===== src/rtl/qracc_pkg.sv =====
// Shared types and constants for the qracc feature-load path.
package qracc_pkg;

    localparam int unsigned QRACC_INPUT_WIDTH   = 256;
    localparam int unsigned QRACC_ELEMENT_WIDTH = 8;
    // Elements carried by one SRAM beat / loader write.
    localparam int unsigned FL_EPB = QRACC_INPUT_WIDTH / QRACC_ELEMENT_WIDTH;

    typedef enum logic [1:0] {
        StIdle,
        StFetch,
        StLast,
        StDone
    } fetch_state_t;

endpackage


===== src/rtl/feature_fetch_ctrl.sv =====
// Streams one activation vector from SRAM into the feature loader regfile,
// then publishes the valid element window and pulses done.
module feature_fetch_ctrl
    import qracc_pkg::*;
#(
    parameter int unsigned inputWidth   = QRACC_INPUT_WIDTH,
    parameter int unsigned addrWidth    = 8,
    parameter int unsigned elementWidth = QRACC_ELEMENT_WIDTH,
    parameter int unsigned numElements  = 128,
    parameter int unsigned memAddrWidth = 16
) (
    input  logic                    clk,
    input  logic                    nrst,
    input  logic                    start_i,
    input  logic [memAddrWidth-1:0] base_addr_i,
    input  logic [15:0]             num_elems_i,
    output logic                    mem_rd_en_o,
    output logic [memAddrWidth-1:0] mem_addr_o,
    input  logic                    mem_gnt_i,
    input  logic [inputWidth-1:0]   mem_rdata_i,
    input  logic                    mem_rvalid_i,
    output logic                    fl_wr_en_o,
    output logic [addrWidth-1:0]    fl_addr_o,
    output logic [inputWidth-1:0]   fl_data_o,
    output logic [15:0]             mask_start_o,
    output logic [15:0]             mask_end_o,
    output logic                    busy_o,
    output logic                    done_o
);

    localparam int unsigned Epb = inputWidth / elementWidth;

    fetch_state_t            state_q, state_d;
    logic [memAddrWidth-1:0] base_q, base_d;
    logic [15:0]             n_q, n_d;
    logic [15:0]             req_cnt_q, req_cnt_d;
    logic [15:0]             rsp_cnt_q, rsp_cnt_d;
    logic                    fl_wr_en_q, fl_wr_en_d;
    logic [addrWidth-1:0]    fl_addr_q, fl_addr_d;
    logic [inputWidth-1:0]   fl_data_q, fl_data_d;
    logic [15:0]             mask_end_q, mask_end_d;
    logic                    done_q, done_d;
    logic [15:0]             n_clamped;
    logic [15:0]             beats;

    assign n_clamped = (num_elems_i > 16'(numElements)) ? 16'(numElements) : num_elems_i;
    assign beats     = 16'((32'(n_q) + Epb - 1) / Epb);

    assign mem_rd_en_o  = (state_q == StFetch) && (req_cnt_q < beats);
    assign mem_addr_o   = base_q + memAddrWidth'(req_cnt_q);
    assign fl_wr_en_o   = fl_wr_en_q;
    assign fl_addr_o    = fl_addr_q;
    assign fl_data_o    = fl_data_q;
    assign mask_start_o = 16'd0;
    assign mask_end_o   = mask_end_q;
    assign busy_o       = (state_q != StIdle);
    assign done_o       = done_q;

    always_comb begin
        state_d    = state_q;
        base_d     = base_q;
        n_d        = n_q;
        req_cnt_d  = req_cnt_q;
        rsp_cnt_d  = rsp_cnt_q;
        fl_wr_en_d = 1'b0;
        fl_addr_d  = fl_addr_q;
        fl_data_d  = fl_data_q;
        mask_end_d = mask_end_q;
        done_d     = 1'b0;

        unique case (state_q)
            StIdle: begin
                if (start_i) begin
                    base_d     = base_addr_i;
                    n_d        = n_clamped;
                    req_cnt_d  = '0;
                    rsp_cnt_d  = '0;
                    mask_end_d = '0;
                    state_d    = (n_clamped == '0) ? StDone : StFetch;
                end
            end
            StFetch: begin
                if (mem_rd_en_o && mem_gnt_i) begin
                    req_cnt_d = req_cnt_q + 16'd1;
                end
                if (mem_rvalid_i) begin
                    fl_wr_en_d = 1'b1;
                    fl_addr_d  = addrWidth'(32'(rsp_cnt_q) * Epb);
                    fl_data_d  = mem_rdata_i;
                    rsp_cnt_d  = rsp_cnt_q + 16'd1;
                    if (rsp_cnt_d == beats) begin
                        state_d = StLast;
                    end
                end
            end
            StLast:  state_d = StDone;
            StDone:  state_d = StIdle;
            default: state_d = StIdle;
        endcase

        // The mask only opens once the final loader write has landed.
        if (state_d == StDone) begin
            done_d     = 1'b1;
            mask_end_d = n_d;
        end
    end

    always_ff @(posedge clk or negedge nrst) begin
        if (!nrst) begin
            state_q    <= StIdle;
            base_q     <= '0;
            n_q        <= '0;
            req_cnt_q  <= '0;
            rsp_cnt_q  <= '0;
            fl_wr_en_q <= 1'b0;
            fl_addr_q  <= '0;
            fl_data_q  <= '0;
            mask_end_q <= '0;
            done_q     <= 1'b0;
        end else begin
            state_q    <= state_d;
            base_q     <= base_d;
            n_q        <= n_d;
            req_cnt_q  <= req_cnt_d;
            rsp_cnt_q  <= rsp_cnt_d;
            fl_wr_en_q <= fl_wr_en_d;
            fl_addr_q  <= fl_addr_d;
            fl_data_q  <= fl_data_d;
            mask_end_q <= mask_end_d;
            done_q     <= done_d;
        end
    end

endmodule


===== config.mk =====
export PLATFORM = sky130hd
export DESIGN_NAME = feature_fetch_ctrl
export DESIGN_NICKNAME = d
export VERILOG_FILES = /design/src/rtl/qracc_pkg.sv /design/src/rtl/feature_fetch_ctrl.sv
export SDC_FILE = /design/constraint.sdc
export NUM_CORES = 1
export LEC_CHECK = 0
export ABC_AREA = 1
export BUFFER_PORTS_ARGS = -buffer_cell sky130_fd_sc_hd__clkbuf_2
export CAP_MARGIN = 20
export CORE_AREA = 10 10 232 234
export CTS_CLUSTER_DIAMETER = 40
export DETAILED_ROUTE_END_ITERATION = 16
export DIE_AREA = 0 0 242 244
export SETUP_SLACK_MARGIN = 0.4
export SYNTH_ARGS = -nofsm -noshare
export SYNTH_HDL_FRONTEND = slang
export SYNTH_SLANG_ARGS = --single-unit

===== constraint.sdc =====
create_clock -name clk -period 3.65 [get_ports clk]
set_input_delay 0.365 -clock clk [delete_from_list [all_inputs] [get_ports clk]]
set_output_delay 0.365 -clock clk [all_outputs]
set_load 0.1 [all_outputs]

== Word level (Yosys, flattened, before mapping) ==
Index checks and enable logic that the tools add are counted.
W data, S select, Z words.

* Output and inout port bits: 316
* Flip-flop bits (word level): 343
* Bits of input ports: 293

* Equality and inequality tests: 8
* Order comparisons: 2
* Reductions and logical operators: 13
* Muxes and demuxes: 18
* $add $sub $neg: 5

{| class="wikitable"
|+ Operator list
! cell !! number
|-
| $mux W16 || 8
|-
| $pmux W16 S2 || 2
|-
| $add A16 B1 Y16 const B || 2
|-
| $sub A17 B1 Y18 const B || 1
|-
| $add A16 B6 Y17 const B || 1
|-
| $add A16 B16 Y16 || 1
|-
| $eq A16 B16 Y1 || 1
|-
| $gt A16 B8 Y1 const B || 1
|-
| $logic_not A16 Y1 || 1
|-
| $lt A16 B16 Y1 || 1
|-
| $mux W2 || 4
|-
| $pmux W2 S4 || 1
|-
| $reduce_bool A2 Y1 || 4
|-
| $eq A2 B2 Y1 const B || 3
|-
| $reduce_and A2 Y1 || 3
|-
| $reduce_and A3 Y1 || 2
|-
| $ne A2 B2 Y1 const B || 2
|-
| $mux W1 || 3
|-
| $eq A2 B1 Y1 const B || 1
|-
| $logic_and A1 B1 Y1 || 2
|-
| $logic_not A2 Y1 || 1
|-
| $ne A2 B1 Y1 const B || 1
|}

== Longest topological paths before layout ==
Gate-level depths: netlist of run 1.

* Depth after elaboration: 9
* Depth in mapped cells: 18

== Worst setup path before layout of run 1 ==
OpenSTA, ideal clock, no wires.

* Path kind: flip-flop to output port
* Start point: register req_cnt_q[0]
* End point: output mem_addr_o[12]
* Path slack: -0.252 ns
* Data arrival time: 3.537 ns
* Cell stages (with the launch flop): 11
* Data required time: 3.285 ns
* Path through: dfrtp_1 > ha_1 > inv_1 > fa_1 > o21ai_0 > a21o_1 > a21oi_1 > o21ai_0 > a21boi_0 > o21ai_0 > xor2_1

* Word-level cells in the longest chain between the ends: 1

{| class="wikitable"
|+ RTL lines
! element !! line !! RTL
|-
| start, declared || feature_fetch_ctrl.sv:36 || <nowiki>logic [15:0] req_cnt_q, req_cnt_d;</nowiki>
|-
| start signal, assigned || feature_fetch_ctrl.sv:124 || <nowiki>req_cnt_q <= req_cnt_d;</nowiki>
|-
| $add A16 B16 Y16 || feature_fetch_ctrl.sv:50 || <nowiki>assign mem_addr_o = base_q + memAddrWidth'(req_cnt_q);</nowiki>
|-
| end, declared || feature_fetch_ctrl.sv:18 || <nowiki>output logic [memAddrWidth-1:0] mem_addr_o,</nowiki>
|}

No other way between the ends.

== Final worst setup path of run 1 ==
* Start point: register base_q[0]
* End point: output mem_addr_o[6]

* Word-level cells in the longest chain between the ends: 1

{| class="wikitable"
|+ RTL lines
! element !! line !! RTL
|-
| start, declared || feature_fetch_ctrl.sv:34 || <nowiki>logic [memAddrWidth-1:0] base_q, base_d;</nowiki>
|-
| start signal, assigned || feature_fetch_ctrl.sv:122 || <nowiki>base_q <= base_d;</nowiki>
|-
| $add A16 B16 Y16 || feature_fetch_ctrl.sv:50 ||
|}

No other way between the ends.

==> metrics.md, run 1 <==
| Metric | Value |
|---|---|
| Worst Hold Path EP | fl_data_o[3]$_DFFE_PN0P_ |
| Max_cap viols | 0 |
| Core Footprint | 0.0495 sq mm |
| Placed inst area | 0.0188 sq mm |
| Layout cell share with drive strength beyond 1 | 31.0% |
| Startpoint types | register |
| Cell accounting for the most synthesized area | dfrtp_1 |
| Initial antenna violation count | 11 |
| Area of the multi-input gates | 0.00627 sq mm |
| Cell depth of the worst setup path | 9 |
| M2 GR Usage | 38.2% |
| DR vias/cell | 4.58 |
| Largest cells by area after synthesis | dfrtp_1 (57%), nand2_1 (25%), ha_1 (2.3%), nand3_1 (2.3%), inv_1 (1.8%) |
| Share of the synthesized area in the top cell type | 56.8% |
| Hold depth | 3 |
| Area grow syn2layout | 63.6% |
| FF-to-FF path depth | 21 |
| Arrival time worst endpoint | 2.86 ns |
| Relative slew slack | 32.9% |
| Congestion Overflow GR | 0 |
| Ports | 609 |
| CP max FO | 3 |
| Adder-cell share of the synthesized area | 2.45% |
| Initial detailed-routing violation count | 1185 |
| # rows | 82 |
| Ys Warns | 0 |
| CTS buffer count | 69 |
| Worst-margin pin slew | 1.01 ns |
| CTS tree | done |
| Mux cell area share after synthesis | 0% |
| Largest family of logic cells by synthesized area | simple AND/OR/NAND/NOR gates |
| Hold Path Origin | mem_rdata_i[3] |
| DR WL/cell | 19.0 um |
| Largest delay share family, worst path | buffers and inverters |
| Gpl congestion | 0.917 |
| Outcome | completed |
| Reg-to-reg endpoint | mask_end_o[14]$_DFFE_PN0P_ |
| Most common cell after layout, fill and taps aside | nand2_1 |
| WP buf/inv | 3 |
| Crit. End Element | primary output |
| Post-Synth XOR/XNOR Area | 2.02% |
| Simple-gate area share of the yosys netlist | 30.7% |
| First-pass GRT wire length | 99300 um |
| Critical path's slowest cell | clkbuf_2 |
| Max Clock Freq | 310 MHz |
| Crit path kind | reg -> out |
| Initial Util | 30.5% |
| Max clock buf depth | 3 |
| Worst-path clk slew | 0.05 ns |
| CTS sink cnt | 343 |
| Synth Area in Compound Gates | 2.97% |
| Number of iterations in the first detailed-routing pass | 7 |
| Met3 usage | 6.52% |
| CP cell instances | ha_4 -> inv_2 -> fa_2 -> o21ai_2 -> a21o_1 -> a21oi_4 -> buf_4 -> xnor2_1 -> clkbuf_2 |
| Pin count of the biggest net entering global routing | 195 |
| RSZ-0062 raised after global routing | yes |
| RR Startpoint | n_q[6]$_DFF_PN0_ |
| Min-delay worst type | in -> reg |
| IO buf count | 587 |
| Nets | 3045 |
| Hpwl dp | 45700 um |
| Mapped cell area | 0.0151 sq mm |
| Final Hold Viols | 0 |
| Max stage delay on crit path | 0.50 ns |
| Register area share after synthesis | 56.8% |
| CTS Root Buffer Type | clkbuf_16 |
| Crit. Startpoint | base_q[0]$_DFFE_PN0P_ |
| DIE AREA | 0.0590 sq mm |
| GRT busiest layer | met2 |
| Die extent in y | 244 um |
| Via count | 15856 |
| Drc violations | 0 |
| Most frequent cells in the layout | nand2_1 (977), clkbuf_2 (579), dfrtp_1 (330) |
| FF-to-FF setup slack | 0.60 ns |
| Vias in the first global route | 16930 |
| Clk_lat worst skew | 0.58 ns |
| Avg Cell Area, Syn | 8.25 sq um |
| # setup viols final | 0 |
| Synth Register Bits | 343 |
| Synth unique cells | 42 |
| Final ANT Viol Nets | 0 |
| Final setup TNS | 0 ns |
| Clk_skew | 0.0246 ns |
| FILL cells | 4536 |
| Design area | 0.0247 sq mm |
| Sequential Area | 0.00860 sq mm |
| Met1 Use GR | 23.2% |
| Routed WL | 65900 um |
| Mapped Cells | 1831 |
| Slew Viols, Final | 0 |
| Chip width | 242 um |
| H-tree depth | 3 |
| Post-route clock period utilization | 88.3% |
| Crit path time final | 3.22 ns |
| WP data required | 3.28 ns |
| Gr usage total | 21.5% |
==> worst max path at each step <==
stage                endpoint  slack (ns)
6_report        mem_addr_o[6]        0.43
3_3_place_gp   mem_addr_o[12]        0.40
5_1_grt           mem_rd_en_o        0.30
3_5_place_dp   mem_addr_o[12]        0.32
4_1_cts           mem_rd_en_o        0.39
2_1_floorplan   mem_addr_o[8]        0.11
==> logic make-up after synthesis <==
family          after synthesis
simple gates               1178
flops                       343
buf+inv                     168
compound gates               78
xor+xnor                     34
fa+ha+maj                    29
other cells                   1
==> flip-flops by register name, indices dropped and copies added, names as in the netlist <==
| register | count |
|---|---|
| fl_addr_o | 3 |
| n_q | 16 |
| fl_data_o | 256 |
| state_q | 2 |
| rsp_cnt_q | 16 |
| fl_wr_en_o | 1 |
| req_cnt_q | 16 |
| done_o | 1 |
| base_q | 16 |
| mask_end_o | 16 |
==> final cells by class <==
cell class	count	share of cell area [%]
flip-flops and latches	343	34.8
clock inverters	38	2.75
multi-input cells	1340	25.4
diodes	11	0.111
inverters	74	1.15
well taps	672	3.40
clock buffers	88	7.89
repair buffers	895	24.6
==> cell usage after synthesis (all sizes together) <==
cell type	number
dfrtp	343
o21ai	32
conb	1
a21o	2
nor3	10
a21boi	2
nor2	77
fa	1
ha	28
buf	27
dlygate4sd3	1
nor4	3
or4	1
o21bai	1
nand3	72
inv	74
a2111oi	1
o21a	2
o31ai	1
and2	1
nand4	10
a31oi	2
nand3b	4
a21oi	23
nand2	998
xor2	27
clkbuf	66
or2	2
o22ai	11
xnor2	7
o2111a	1
==> metrics by stage <==
| step | cells | hold WS [ns] | util, % | setup slack [ns] |
|---|---|---|---|---|
| 2_1_floorplan | 1851 | 0.0694 | - | 0.106 |
| 3_3_place_gp | 3033 | 0.461 | 38.0 | 0.396 |
| 3_5_place_dp | 3033 | 0.464 | 38.0 | 0.320 |
| 4_1_cts | 3431 | 0.0191 | 49.2 | 0.393 |
| 5_1_grt | 3461 | 0.0409 | 50.0 | 0.296 |
| 6_report | 3461 | 0.0644 | 50.0 | 0.429 |
==> routing by layer <==
metal	wire length, um	share of wire (%)
met1	23900	36
met2	34300	52
met3	4890	7.4
met4	2810	4.3
met5	0	0
==> worst register-to-register path, stage by stage, from the launching register on <==
cell	delay, ns
dfrtp_1	0.43
nand2_2	0.10
nor2_2	0.12
nand4_1	0.18
buf_4	0.18
buf_4	0.12
buf_4	0.12
buf_4	0.12
buf_4	0.12
buf_4	0.12
buf_4	0.12
buf_4	0.12
nand3_1	0.09
nand2_1	0.08
nor2_1	0.08
nand3_1	0.09
nor2_2	0.14
nand3_2	0.14
a21oi_4	0.19
buf_12	0.16
nand3_1	0.12
nand2_1	0.08
==> timing repair <==
action,in CTS,in global routing
hold buffers,257,0
pin swaps,18,21
setup endpoints to repair,12,26
resized for setup,59,50
endpoints found under the hold margin,345,0
setup buffers,15,19
Power of run 1 is not shown: default switching activity piles up to over one toggle a cycle in this logic, so the estimate is an artifact.
==> inputs of run 2 (changes only) <==
--- a/config.mk
+++ b/config.mk
@@ -7,11 +7,12 @@
 export LEC_CHECK = 0
 export ABC_AREA = 1
 export BUFFER_PORTS_ARGS = -buffer_cell sky130_fd_sc_hd__clkbuf_2
-export CAP_MARGIN = 20
+export CAP_MARGIN = 15
 export CORE_AREA = 10 10 232 234
 export CTS_CLUSTER_DIAMETER = 40
 export DETAILED_ROUTE_END_ITERATION = 16
 export DIE_AREA = 0 0 242 244
+export REMOVE_ABC_BUFFERS = 1
 export SETUP_SLACK_MARGIN = 0.4
 export SYNTH_ARGS = -nofsm -noshare
 export SYNTH_HDL_FRONTEND = slang
==> run 2 against run 1 <==
  * Maximum frequency fell by 0.34%
  * Flip-flop and latch count did not move
  * Cell area fell by 1.9%
  * Hold slack got worse by 0.017 ns
  * Utilization fell by 0.94 points
  * Routed wire length fell by 8.6%
  * Global-route usage fell by 1.7 points
  * Critical path type unchanged
  * Critical endpoint is now mem_rd_en_o
  * Highest routed layer is now met5
==> metrics.md, run 2 (synthesized netlist as in run 1, its figures left out) <==
| Metric | Value |
|---|---|
| Clk_skew | 0.0258 ns |
| RR Startpoint | n_q[4]$_DFF_PN0_ |
| Hold depth | 3 |
| Max reg flops | 256 |
| Congestion Overflow GR | 0 |
| Initial Util | 30.5% |
| IO buf count | 587 |
| Routed WL | 60300 um |
| Area grow syn2layout | 60.6% |
| Pin count of the biggest net entering global routing | 213 |
| CP cell instances | nand2_2 -> nor2_2 -> inv_1 -> nand2_2 -> nand2_4 -> nand2_4 -> nand2_2 -> ha_1 -> nand2_1 -> nor2_1 -> a21boi_0 -> o21ai_1 -> o2111a_1 -> clkbuf_16 |
| Hold Path Origin | mem_rdata_i[91] |
| Critical path's slowest cell | dfrtp_1 |
| Arrival time worst endpoint | 2.87 ns |
| Finished Layout Cells | 3449 |
| Worst-path clk slew | 0.05 ns |
| Final setup TNS | 0 ns |
| Layout cell share with drive strength beyond 1 | 29.8% |
| CTS buffer count | 68 |
| Post-route clock period utilization | 88.6% |
| Initial detailed-routing violation count | 814 |
| Max Clock Freq | 309 MHz |
| Max_cap viols | 0 |
| Slew Viols, Final | 0 |
| Relative slew slack | 26.3% |
| DR vias/cell | 4.54 |
| Gpl congestion | 0.957 |
| Crit path time final | 3.23 ns |
| Via count | 15645 |
| Hold slack | 0.0469 ns |
| Nets | 3038 |
| DIE AREA | 0.0590 sq mm |
| Initial antenna violation count | 8 |
| DR WL/cell | 17.5 um |
| CP max FO | 4 |
| Hpwl dp | 41500 um |
| Most frequent cells in the layout | nand2_1 (978), clkbuf_2 (580), dfrtp_1 (333) |
| Crit. Startpoint | n_q[6]$_DFF_PN0_ |
| Outcome | completed |
| Most used cell, CP | nand2_2 |
| CTS Root Buffer Type | clkbuf_16 |
| Chip width | 242 um |
| # setup viols final | 0 |
| Worst-margin pin slew | 1.11 ns |
| Startpoint types | register |
| # rows | 82 |
| WP data required | 3.28 ns |
| Drc violations | 0 |
| Crit path kind | reg -> out |
| FF-to-FF path depth | 20 |
| Max stage delay on crit path | 0.41 ns |
| Clk_lat worst skew | 0.59 ns |
| H-tree depth | 3 |
| Ports | 609 |
| Vias in the first global route | 16771 |
| Most common cell after layout, fill and taps aside | nand2_1 |
| Number of iterations in the first detailed-routing pass | 5 |
| Max clock buf depth | 3 |
| Final ANT Viol Nets | 0 |
| Die extent in y | 244 um |
| Gr usage total | 19.8% |
| Post-placement setup slack | 0.425 ns |
| Placed Cells | 3031 |
| Min-delay worst type | in -> reg |
| CTS sink cnt | 343 |
| Final setup margin | 0.418 ns |
| Core Footprint | 0.0495 sq mm |
| First-pass GRT wire length | 93600 um |
| RSZ-0062 raised after global routing | yes |
| Crit. End Element | primary output |
| CTS tree | done |
| Final Hold Viols | 0 |
run 2: final timing paths:
path	end	slack (ns)
min in group asynchronous	base_q[10]$_DFFE_PN0P_	0.49
worst min register to register	fl_data_o[245]$_DFFE_PN0P_	0.47
worst max register to register	mask_end_o[8]$_DFFE_PN0P_	0.63
worst min-delay path	fl_data_o[91]$_DFFE_PN0P_	0.05
worst max-delay path	mem_rd_en_o	0.42
max in group asynchronous	fl_data_o[71]$_DFFE_PN0P_	2.18
run 2: area by class of cell:
| cell class | instances | area [sq um] |
|---|---|---|
| Timing Repair Buffer | 889 | 6000 |
| Tap cell | 672 | 841 |
| Inverter | 74 | 285 |
| Sequential cell | 343 | 8600 |
| Antenna cell | 8 | 20.0 |
| Fill cell | 4589 | 25200 |
| Multi-Input combinational cell | 1340 | 6150 |
| Clock buffer | 82 | 1910 |
| Clock inverter | 41 | 453 |
run 2: routing by layer:
metal  GRT usage (%)  up-vias  part of all wire (%)
met3            6.89      133                   8.4
li1                -     7420                     -
met2            35.1      604                    52
met5               0        -                 0.022
met1            21.3     7486                    37
met4            7.82        2                   3.0
run 2: what timing repair did:
action                                  4_1_cts  5_1_grt
hold endpoints to repair                    365        0
buffers inserted                             10       10
endpoints found under the setup margin       11       27
hold buffers                                267        0
gates resized for setup                      43       50
pin swaps                                     5       14
run 2: worst max-delay path: cells and delay by family, from the launching register on:
family | cells | cell delay [ns]
buffers and inverters | 2 | 0.30
adders and majority gates | 1 | 0.26
and+or+nand+nor | 8 | 0.72
AOI/OAI and AO/OA | 3 | 0.58
DFF | 1 | 0.41
run 2: metrics by stage:
stage               instance area [sq um]  util (%)
floorplan                           14700         -
global placement                    18700      37.8
detailed placement                  18700      37.8
CTS                                 23900      48.4
global route                        24200      49.0
finish                              24300      49.0
Power of run 2 is left out for the same reason.
==> inputs of run 3 (changes only) <==
--- a/config.mk
+++ b/config.mk
@@ -12,6 +12,7 @@
 export CTS_CLUSTER_DIAMETER = 40
 export DETAILED_ROUTE_END_ITERATION = 16
 export DIE_AREA = 0 0 242 244
+export HOLD_SLACK_MARGIN = 0.12
 export REMOVE_ABC_BUFFERS = 1
 export SETUP_SLACK_MARGIN = 0.4
 export SYNTH_ARGS = -nofsm -noshare
==> run 3 against run 2 <==
  * Cell area up 0.37%
  * Hold slack better by 0.11 ns
  * Final cell count up 0.23%
  * Critical path depth unchanged
  * First-iteration DRC count down 7.7%
  * Via count down 0.29%
  * Utilization up 0.18 points
  * Clock skew about the same
  * Flip-flop and latch count unchanged
  * Non-clock buffer count up 9
  * Count of clock-buffer cells in the layout unchanged
  * Die area unchanged
  * Critical path type unchanged
==> metrics.md, run 3 (synthesized netlist as in run 1, its figures left out) <==
| Metric | Value |
|---|---|
| Outcome | completed |
| RSZ-0062 raised after global routing | yes |
| Top sig layer | met5 |
| Die extent in y | 244 um |
| Initial Util | 30.5% |
| Min-delay worst type | in -> reg |
| Max_cap viols | 0 |
| DR WL/cell | 17.4 um |
| Nets | 3047 |
| Pin count of the biggest net entering global routing | 213 |
| Via count | 15599 |
| Clk_lat worst skew | 0.58 ns |
| Gpl congestion | 0.957 |
| CTS tree | done |
| Vias in the first global route | 16787 |
| H-tree depth | 3 |
| CTS Root Buffer Type | clkbuf_16 |
| Hpwl dp | 41500 um |
| Number of iterations in the first detailed-routing pass | 5 |
| Initial detailed-routing violation count | 751 |
| Initial antenna violation count | 7 |
| Met1 Wirelength | 22300 um |
| Relative slew slack | 27.3% |
| Most frequent cells in the layout | nand2_1 (978), clkbuf_2 (579), dfrtp_1 (333) |
| Final ANT Viol Nets | 0 |
| Final setup margin | 0.428 ns |
| CTS sink cnt | 343 |
| IO buf count | 587 |
| Max Clock Freq | 310 MHz |
| Post-placement setup slack | 0.425 ns |
| Crit path time final | 3.22 ns |
| Worst-margin pin slew | 1.09 ns |
| Crit path kind | reg -> out |
| Congestion Overflow GR | 0 |
| Final Hold Viols | 0 |
| Max clock buf depth | 3 |
| # rows | 82 |
| FILL cells | 4569 |
| Post-route clock period utilization | 88.3% |
| Slew Viols, Final | 0 |
| Area grow syn2layout | 61.1% |
| Worst-path clk slew | 0.05 ns |
| Met3 WL | 5020 um |
| DR vias/cell | 4.51 |
| Drc violations | 0 |
| CTS buffer count | 68 |
| Max reg flops | 256 |
| Most common cell after layout, fill and taps aside | nand2_1 |
| Clk_skew | 0.0254 ns |
| Met2 WL | 31100 um |
| Startpoint types | register |
| Ports | 609 |
| DIE AREA | 0.0590 sq mm |
| Fin util | 49.2% |
| CP max FO | 4 |
| Core Footprint | 0.0495 sq mm |
| Routed WL | 60200 um |
| Crit. End Element | primary output |
| Arrival time worst endpoint | 2.86 ns |
| Chip width | 242 um |
| Gr usage total | 19.7% |
| # setup viols final | 0 |
| Layout cell share with drive strength beyond 1 | 29.6% |
| First-pass GRT wire length | 93600 um |
| Hold slack | 0.157 ns |
| WP data required | 3.28 ns |
run 3: critical path, stage by stage, from the launching register on:
cell and delay [ns]:
dfrtp_1 0.41, nand2_2 0.12, nor2_2 0.16, inv_1 0.09
nand2_2 0.10, nand2_4 0.08, nand2_4 0.07, nand2_2 0.05
ha_1 0.26, nand2_1 0.08, nor2_1 0.04, a21boi_0 0.12
o21ai_1 0.20, o2111a_1 0.26, clkbuf_16 0.21
run 3: metrics by stage:
stage / area (sq um) / instances / setup TNS (ns)
after global placement: 18700 / 3031 / 0
after detailed placement: 18700 / 3031 / 0
after floorplan: 14700 / 1757 / -1637.46
final: 24300 / 3457 / 0
after global routing: 24300 / 3456 / 0
after CTS: 24100 / 3442 / 0
run 3: path summary, 6_finish.rpt:
kind | cells after the start | slack (ns) | startpoint | to
max | 14 | 0.43 | n_q[6]$_DFF_PN0_ | mem_rd_en_o
min | 3 | 0.16 | num_elems_i[3] | n_q[3]$_DFF_PN0_
max reg2reg | 20 | 0.61 | n_q[4]$_DFF_PN0_ | mask_end_o[8]$_DFFE_PN0P_
min reg2reg | 2 | 0.47 | fl_data_o[245]$_DFFE_PN0P_ | fl_data_o[245]$_DFFE_PN0P_
max in group asynchronous | 3 | 2.18 | nrst | fl_data_o[71]$_DFFE_PN0P_
min in group asynchronous | 2 | 0.49 | nrst | base_q[10]$_DFFE_PN0P_
run 3: routing by layer:
metal	GRT usage, %	vias up
met5	0	-
met3	6.94	132
met2	34.9	607
met1	21.3	7422
met4	7.82	2
li1	-	7436
run 3: final cells by class:
type / instances / area, sq um / area share (%)
repair buffers: 898 / 6090 / 25.0
well taps: 672 / 841 / 3.45
flip-flops and latches: 343 / 8600 / 35.3
clock inverters: 41 / 453 / 1.86
inverters: 74 / 285 / 1.17
clock buffers: 82 / 1910 / 7.84
multi-input cells: 1340 / 6150 / 25.3
diodes: 7 / 17.5 / 0.0720
run 3: timing repair:
item                       in CTS  in global routing
pin swaps                       5                 14
setup endpoints to repair      11                 27
setup buffers                  10                  8
resized for setup              43                 50
hold buffers                  278                  0
hold endpoints to repair      376                  0
cloned                          0                  0
Power of run 3 is left out for the same reason.
